## config.mk

```make
export PLATFORM = sky130hd
export DESIGN_NAME = arb_mux_reg
export DESIGN_NICKNAME = d
export VERILOG_FILES = /design/src/rtl/arb_mux_reg.sv
export SDC_FILE = /design/constraint.sdc
export NUM_CORES = 1
export LEC_CHECK = 0
export BUFFER_PORTS_ARGS = -buffer_cell sky130_fd_sc_hd__buf_2
export CORE_AREA = 2 2 130 132
export DETAILED_ROUTE_END_ITERATION = 8
export DIE_AREA = 0 0 132 134
export PLACE_DENSITY = 0.53
export SLEW_MARGIN = 15
export SYNTH_ARGS = -nofsm -noshare
export SYNTH_HDL_FRONTEND = slang
export SYNTH_SLANG_ARGS = --single-unit
```

## constraint.sdc

```tcl
create_clock -name clk -period 4.3 [get_ports clk]
set_input_delay 0.215 -clock clk [delete_from_list [all_inputs] [get_ports clk]]
set_output_delay 0.215 -clock clk [all_outputs]
set_load 0.05 [all_outputs]
```

## src/rtl/arb_mux_reg.sv

```systemverilog
// arb_mux_reg: N-input registered arbitrating mux with per-channel valid/ready.
// Grants one requester per cycle (round-robin or fixed priority) into a single
// output register stage. The held beat drains while the next beat loads.
module arb_mux_reg #(
    parameter  int WIDTH    = 64,
    parameter  int N        = 4,
    parameter  int ARB_MODE = 0,
    localparam int IDXW     = $clog2(N)
) (
    input  logic               clk,
    input  logic               rst,
    input  logic [N-1:0]       in_valid,
    output logic [N-1:0]       in_ready,
    input  logic [N*WIDTH-1:0] in_data,
    output logic               out_valid,
    input  logic               out_ready,
    output logic [WIDTH-1:0]   out_data,
    output logic [IDXW-1:0]    out_sel
);

    logic             out_valid_q, out_valid_d;
    logic [WIDTH-1:0] out_data_q,  out_data_d;
    logic [IDXW-1:0]  out_sel_q,   out_sel_d;
    logic [IDXW-1:0]  ptr_q,       ptr_d;

    logic             accept;
    logic             grant_found;
    logic [IDXW-1:0]  grant_idx;
    logic             xfer;

    // Pick the first valid channel, scanning from ptr (round-robin) or from 0 (fixed).
    always_comb begin
        int              cand;
        logic [IDXW-1:0] cand_idx;
        // NOTE: every always_comb output gets a default first so no latch is inferred.
        grant_found = 1'b0;
        grant_idx   = '0;
        cand        = 0;
        cand_idx    = '0;
        for (int off = 0; off < N; off++) begin
            cand = (ARB_MODE == 0) ? int'(ptr_q) + off : off;
            if (cand >= N) begin
                cand = cand - N;
            end
            cand_idx = IDXW'(cand);
            if (!grant_found && in_valid[cand_idx]) begin
                grant_found = 1'b1;
                grant_idx   = cand_idx;
            end
        end
    end

    // Handshake and next-state: load on a transfer, otherwise drain or hold.
    always_comb begin
        accept   = !out_valid_q || out_ready;
        in_ready = '0;
        if (!rst && accept && grant_found) begin
            in_ready[grant_idx] = 1'b1;
        end
        xfer = |in_ready;

        out_valid_d = out_valid_q;
        out_data_d  = out_data_q;
        out_sel_d   = out_sel_q;
        ptr_d       = ptr_q;
        if (xfer) begin
            out_valid_d = 1'b1;
            out_data_d  = in_data[grant_idx*WIDTH +: WIDTH];
            out_sel_d   = grant_idx;
            if (ARB_MODE == 0) begin
                ptr_d = (grant_idx == IDXW'(N-1)) ? '0 : grant_idx + IDXW'(1);
            end
        end else if (out_ready) begin
            out_valid_d = 1'b0;
        end
    end

    // Output register stage and round-robin pointer.
    always_ff @(posedge clk) begin
        if (rst) begin
            // NOTE: the data register is reset too, because out_data must read 0 after reset.
            out_valid_q <= 1'b0;
            out_data_q  <= '0;
            out_sel_q   <= '0;
            ptr_q       <= '0;
        end else begin
            // NOTE: non-blocking assignments so every flop samples pre-edge values.
            out_valid_q <= out_valid_d;
            out_data_q  <= out_data_d;
            out_sel_q   <= out_sel_d;
            ptr_q       <= ptr_d;
        end
    end

    assign out_valid = out_valid_q;
    assign out_data  = out_data_q;
    assign out_sel   = out_sel_q;

endmodule

```

-- After elaboration in Yosys (flattened, before gate mapping)
Index checks and enable logic that the tools add are counted.
- flip-flop bits (word level): 69
- input bits: 263
- add/subtract/negate cells: 8
- order comparisons: 10
- equality and inequality tests: 1
- mux-type cells: 26
- shift operators: 1
- reduce and logical (&&, ||, !) cells: 14
- operators by type and width (cell ; number):
    256-bit by 9-bit indexed part select with 64-bit output ; 1
    2-bit two-way mux ; 9
    2-bit by 3-bit < comparator with 1-bit output (second input constant) ; 5
    1-bit two-way mux ; 11
    3-bit >= comparator (second input constant) ; 3
    1-bit binary-select mux with 2-bit select ; 4
    2-bit by 1-bit subtractor with 2-bit output (second input constant) ; 4
    2-bit by 2-bit adder with 3-bit output (second input constant) ; 2
    1-bit logical AND ; 6
    1-bit logical NOT ; 5
    4-bit two-way mux ; 1
    4-bit OR reduction ; 1
    2-bit by 1-bit adder with 3-bit output (second input constant) ; 1
    2-bit by 3-bit >= comparator with 1-bit output (second input constant) ; 1
    2-bit by 1-bit adder with 2-bit output (second input constant) ; 1
    1-bit demux with 2-bit select ; 1
    2-bit == test (second input constant) ; 1
    2-bit by 1-bit >= comparator with 1-bit output (second input constant) ; 1
    2-bit nonzero test ; 1
    1-bit logical OR ; 1

-- Depth between registers and ports, before layout
- depth after elaboration: 21
- mapped depth: 12
- gate-level depth less buffers: 8

-- Worst setup path before layout
OpenSTA, ideal clock, no wires.
- path type: reg2reg
- start point: reg ptr_q[1]
- end point: reg out_data_q[53], in the netlist out_data[53]
- buffers on the path: 4
- library setup time: 0.122 ns
- clock period less this slack: 2.870 ns
- slack: 1.430 ns
- data arrival time: 2.749 ns
- cell stages (with the launch flop): 13
- path through: dfxtp_1 or3b_1 o21a_1 nand2_1 buf_2 buf_2 inv_1 ha_1 or3_4 and3_1 buf_6 buf_6 a221o_1
- longest elaborated chain between the ends: 20
- elaborated cells on any way between the ends: 46
- classes of those cells: add/sub (7); order compare (6); shift (1); mux (23); reduce/logical (9)
- RTL lines (what ; RTL line ; text):
    from (decl) ; 24 ; logic [IDXW-1:0] ptr_q, ptr_d;
    from (signal assigned) ; 91 ; ptr_q <= ptr_d;
    branches (longest 20 deep; another with 2-bit by 1-bit adder with 3-bit output) ; - ;
    to (signal assigned) ; 89 ; out_data_q <= out_data_d;
    to (decl) ; 22 ; logic [WIDTH-1:0] out_data_q, out_data_d;
Parallel ways; which one is timed is not known. The select of a mux whose other input is x is not followed.
A chain may end at the register's enable or synchronous reset.

-- Worst setup path after layout
- start point: reg ptr_q[1]
- end point: reg out_data_q[57], in the netlist out_data[57]
Same word-level chain as after synthesis.

==> impl_metrics.ini <==
[status]
status = finished clean

[synth]
synth_area_mm2 = 0.004279
yosysTopAreaCell = dfxtp_1
syn_nets = 754
synthCells = 490
avgSynthCellArea_um2 = 8.733
seq_area_frac_synth = 0.3228
synth_common_cells = 70 x a21oi_1, 69 x dfxtp_1, 66 x o21ai_0, 64 x a221o_1, 64 x nand3_1
synth_top_flop_cell = dfxtp_1
netlist-cell-type-count = 37
ys_ff_latch = 69
synth_edf_count = 0
yosys_warnings = 0
yosysMostFrequentCell = a21oi_1
synthArstFlopShare = 0
synth_area_leaders = dfxtp_1 32%, a221o_1 15%, mux2_2 8.9%
synth_top_area_share = 0.3228

[worst_setup_path]
cp_max_fo = 38
endpoint_kind = flop
start_kind = flop
path_class = reg2reg
arrival_ns = 3.48
required_ns = 4.52

[clock_tree]
cts_tree = yes
cts-htree-levels = 3
clock_path_buffers = 2
clk_pin_slew_ns = 0.06
cts_buffers = 9
postCtsSetupBuffers = 0
clkLatencyLatePin_ns = 0.34
ctsHoldBuffers = 0
cts-resized-gates = 0
clock_sink_count = 69
clockRootBuffer = clkbuf_16

[global_routing]
grt_pass1_vias = 5012
grt_max_degree = 67
grt_overflow = 0
grt_pass1_wl_um = 26680
antenna_found_initial = 0
grt_use_total = 0.1901

[place]
gp_congestion = 0.8206
place_area_mm2 = 0.006078
dp_hpwl_um = 12350
numPortBuffers = 333

[floorplanning]
num_io_pins = 334
die_h_um = 134
initial_core_util = 0.2627
rows = 47
die_x_um = 132
die-area_mm2 = 0.01769
coreArea_mm2 = 0.01629

[cells_and_area]
nNetsFinal = 1052
fin_area_mm2 = 0.006399
syn_to_final_growth_pct = 49.53
n_antenna_cell = 0
fin_util = 0.3928
drive_gt1_frac = 0.5107

[power]
max-vdd-ir-drop_uv = 441.1
p_leak_nw = 3.025
powerDensity_mw_per_mm2 = 641.0
design_power_total_w = 0.004101

[timing]
fin_skew_ns = 0.006204
tightest_slew_ns = 0.9469
slew_viol_final = 0
setup_viol = 0
hold_viol = 0
timing.fmax_mhz = 307.6
period_share = 0.7561
fin_crit_ns = 3.251
maxSlewHeadroom = 0.3664
rsz0062_at_grt = false
finalSetupTns_ns = 0

[detailed_routing]
drc = 0
first_iter_violations = 211
routedWlPerCell_um = 17.41
viasPerCell = 5.090
drt-total-wl_um = 17630
vias = 5156
drtPass1Iterations = 5
ant_nets = 0

[hold_path]
hold_path_class = in2reg

[job]
maxCapViolations = 0
[power breakdown]
part | internal, W | switching (W) | total [W]
clock | 0.000499 | 0.000295 | 0.000794
sequential | 0.000865 | 0.000118 | 0.000983
combinational | 0.000719 | 0.00161 | 0.00232
[worst paths after layout]
path / startpoint / endpoint / slack (ns) / cells after the start
worst max-delay path: ptr_q[1]$_SDFFE_PP0P_ / out_data[57]$_SDFFE_PP0P_ / 1.05 / 9
worst min-delay path: out_ready / out_valid$_SDFFE_PP0P_ / 0.16 / 3
worst max register to register: ptr_q[1]$_SDFFE_PP0P_ / out_data[57]$_SDFFE_PP0P_ / 1.05 / 9
worst min register to register: out_sel[0]$_SDFFE_PP0P_ / out_sel[0]$_SDFFE_PP0P_ / 0.46 / 2
[cell families after synthesis]
| family | count (synthesis) | synth area share |
|---|---|---|
| AO/OA/AOI/OAI | 210 | 0.3289 |
| adder cells (fa/ha/maj) | 1 | 0.002924 |
| buffers and inverters | 59 | 0.06783 |
| flip-flops | 69 | 0.3228 |
| multiplexers | 66 | 0.1734 |
| AND/OR/NAND/NOR | 85 | 0.1041 |
[per-layer routing]
metal	part of all wire	global-route usage
met5	0	0
met4	0.027	0.08454
met3	0.061	0.03855
met2	0.49	0.3278
met1	0.42	0.2292
[cells in the final DEF (no fill, tap or decap), types with 2 or more instances in the layout]
| cell type | instances |
|---|---|
| a21oi_1 | 69 |
| a221o_1 | 64 |
| buf_2 | 333 |
| buf_4 | 8 |
| clkbuf_16 | 9 |
| clkbuf_8 | 3 |
| clkinvlp_4 | 2 |
| dfxtp_1 | 69 |
| inv_1 | 3 |
| mux2_1 | 31 |
| mux2_2 | 34 |
| nand2b_1 | 4 |
| nand3_1 | 64 |
| nor2_1 | 4 |
| nor2b_1 | 3 |
| o21ai_0 | 66 |
| o21ai_4 | 2 |
[flip-flops by register name (all words and copies together) (netlist names)]
| name | count |
|---|---|
| out_data | 64 |
| out_sel | 2 |
| out_valid | 1 |
| ptr_q | 2 |
[final cells by class]
type	instances	area, um2
Fill cell	1690	9891
Multi-Input combinational cell	362	2660
Timing Repair Buffer	342	1747
Sequential cell	69	1381
Tap cell	220	275.3
Clock buffer	12	266.5
Clock inverter	4	53.80
Inverter	4	15.01
[through the flow]
| step | std cells | worst slack, ns | hold WS, ns |
|---|---|---|---|
| after floorplan | 490 | 1.430 | 0.3926 |
| after global placement | 997 | 1.118 | 0.4571 |
| after detailed placement | 997 | 1.030 | 0.4488 |
| after CTS | 1013 | 1.018 | 0.1397 |
| after global routing | 1013 | 0.8725 | 0.1584 |
| final | 1013 | 1.049 | 0.1560 |
[worst max-delay path, cell delays in order (launching register included)]
cell	delay, ns
dfxtp_1	0.41
nand2_2	0.12
a311oi_2	0.49
or2_2	0.23
inv_2	0.05
ha_1	0.22
or3_4	0.43
and3_2	0.43
buf_4	0.36
a221o_1	0.37
No activity file was read; power rests on OpenSTA's default activity.
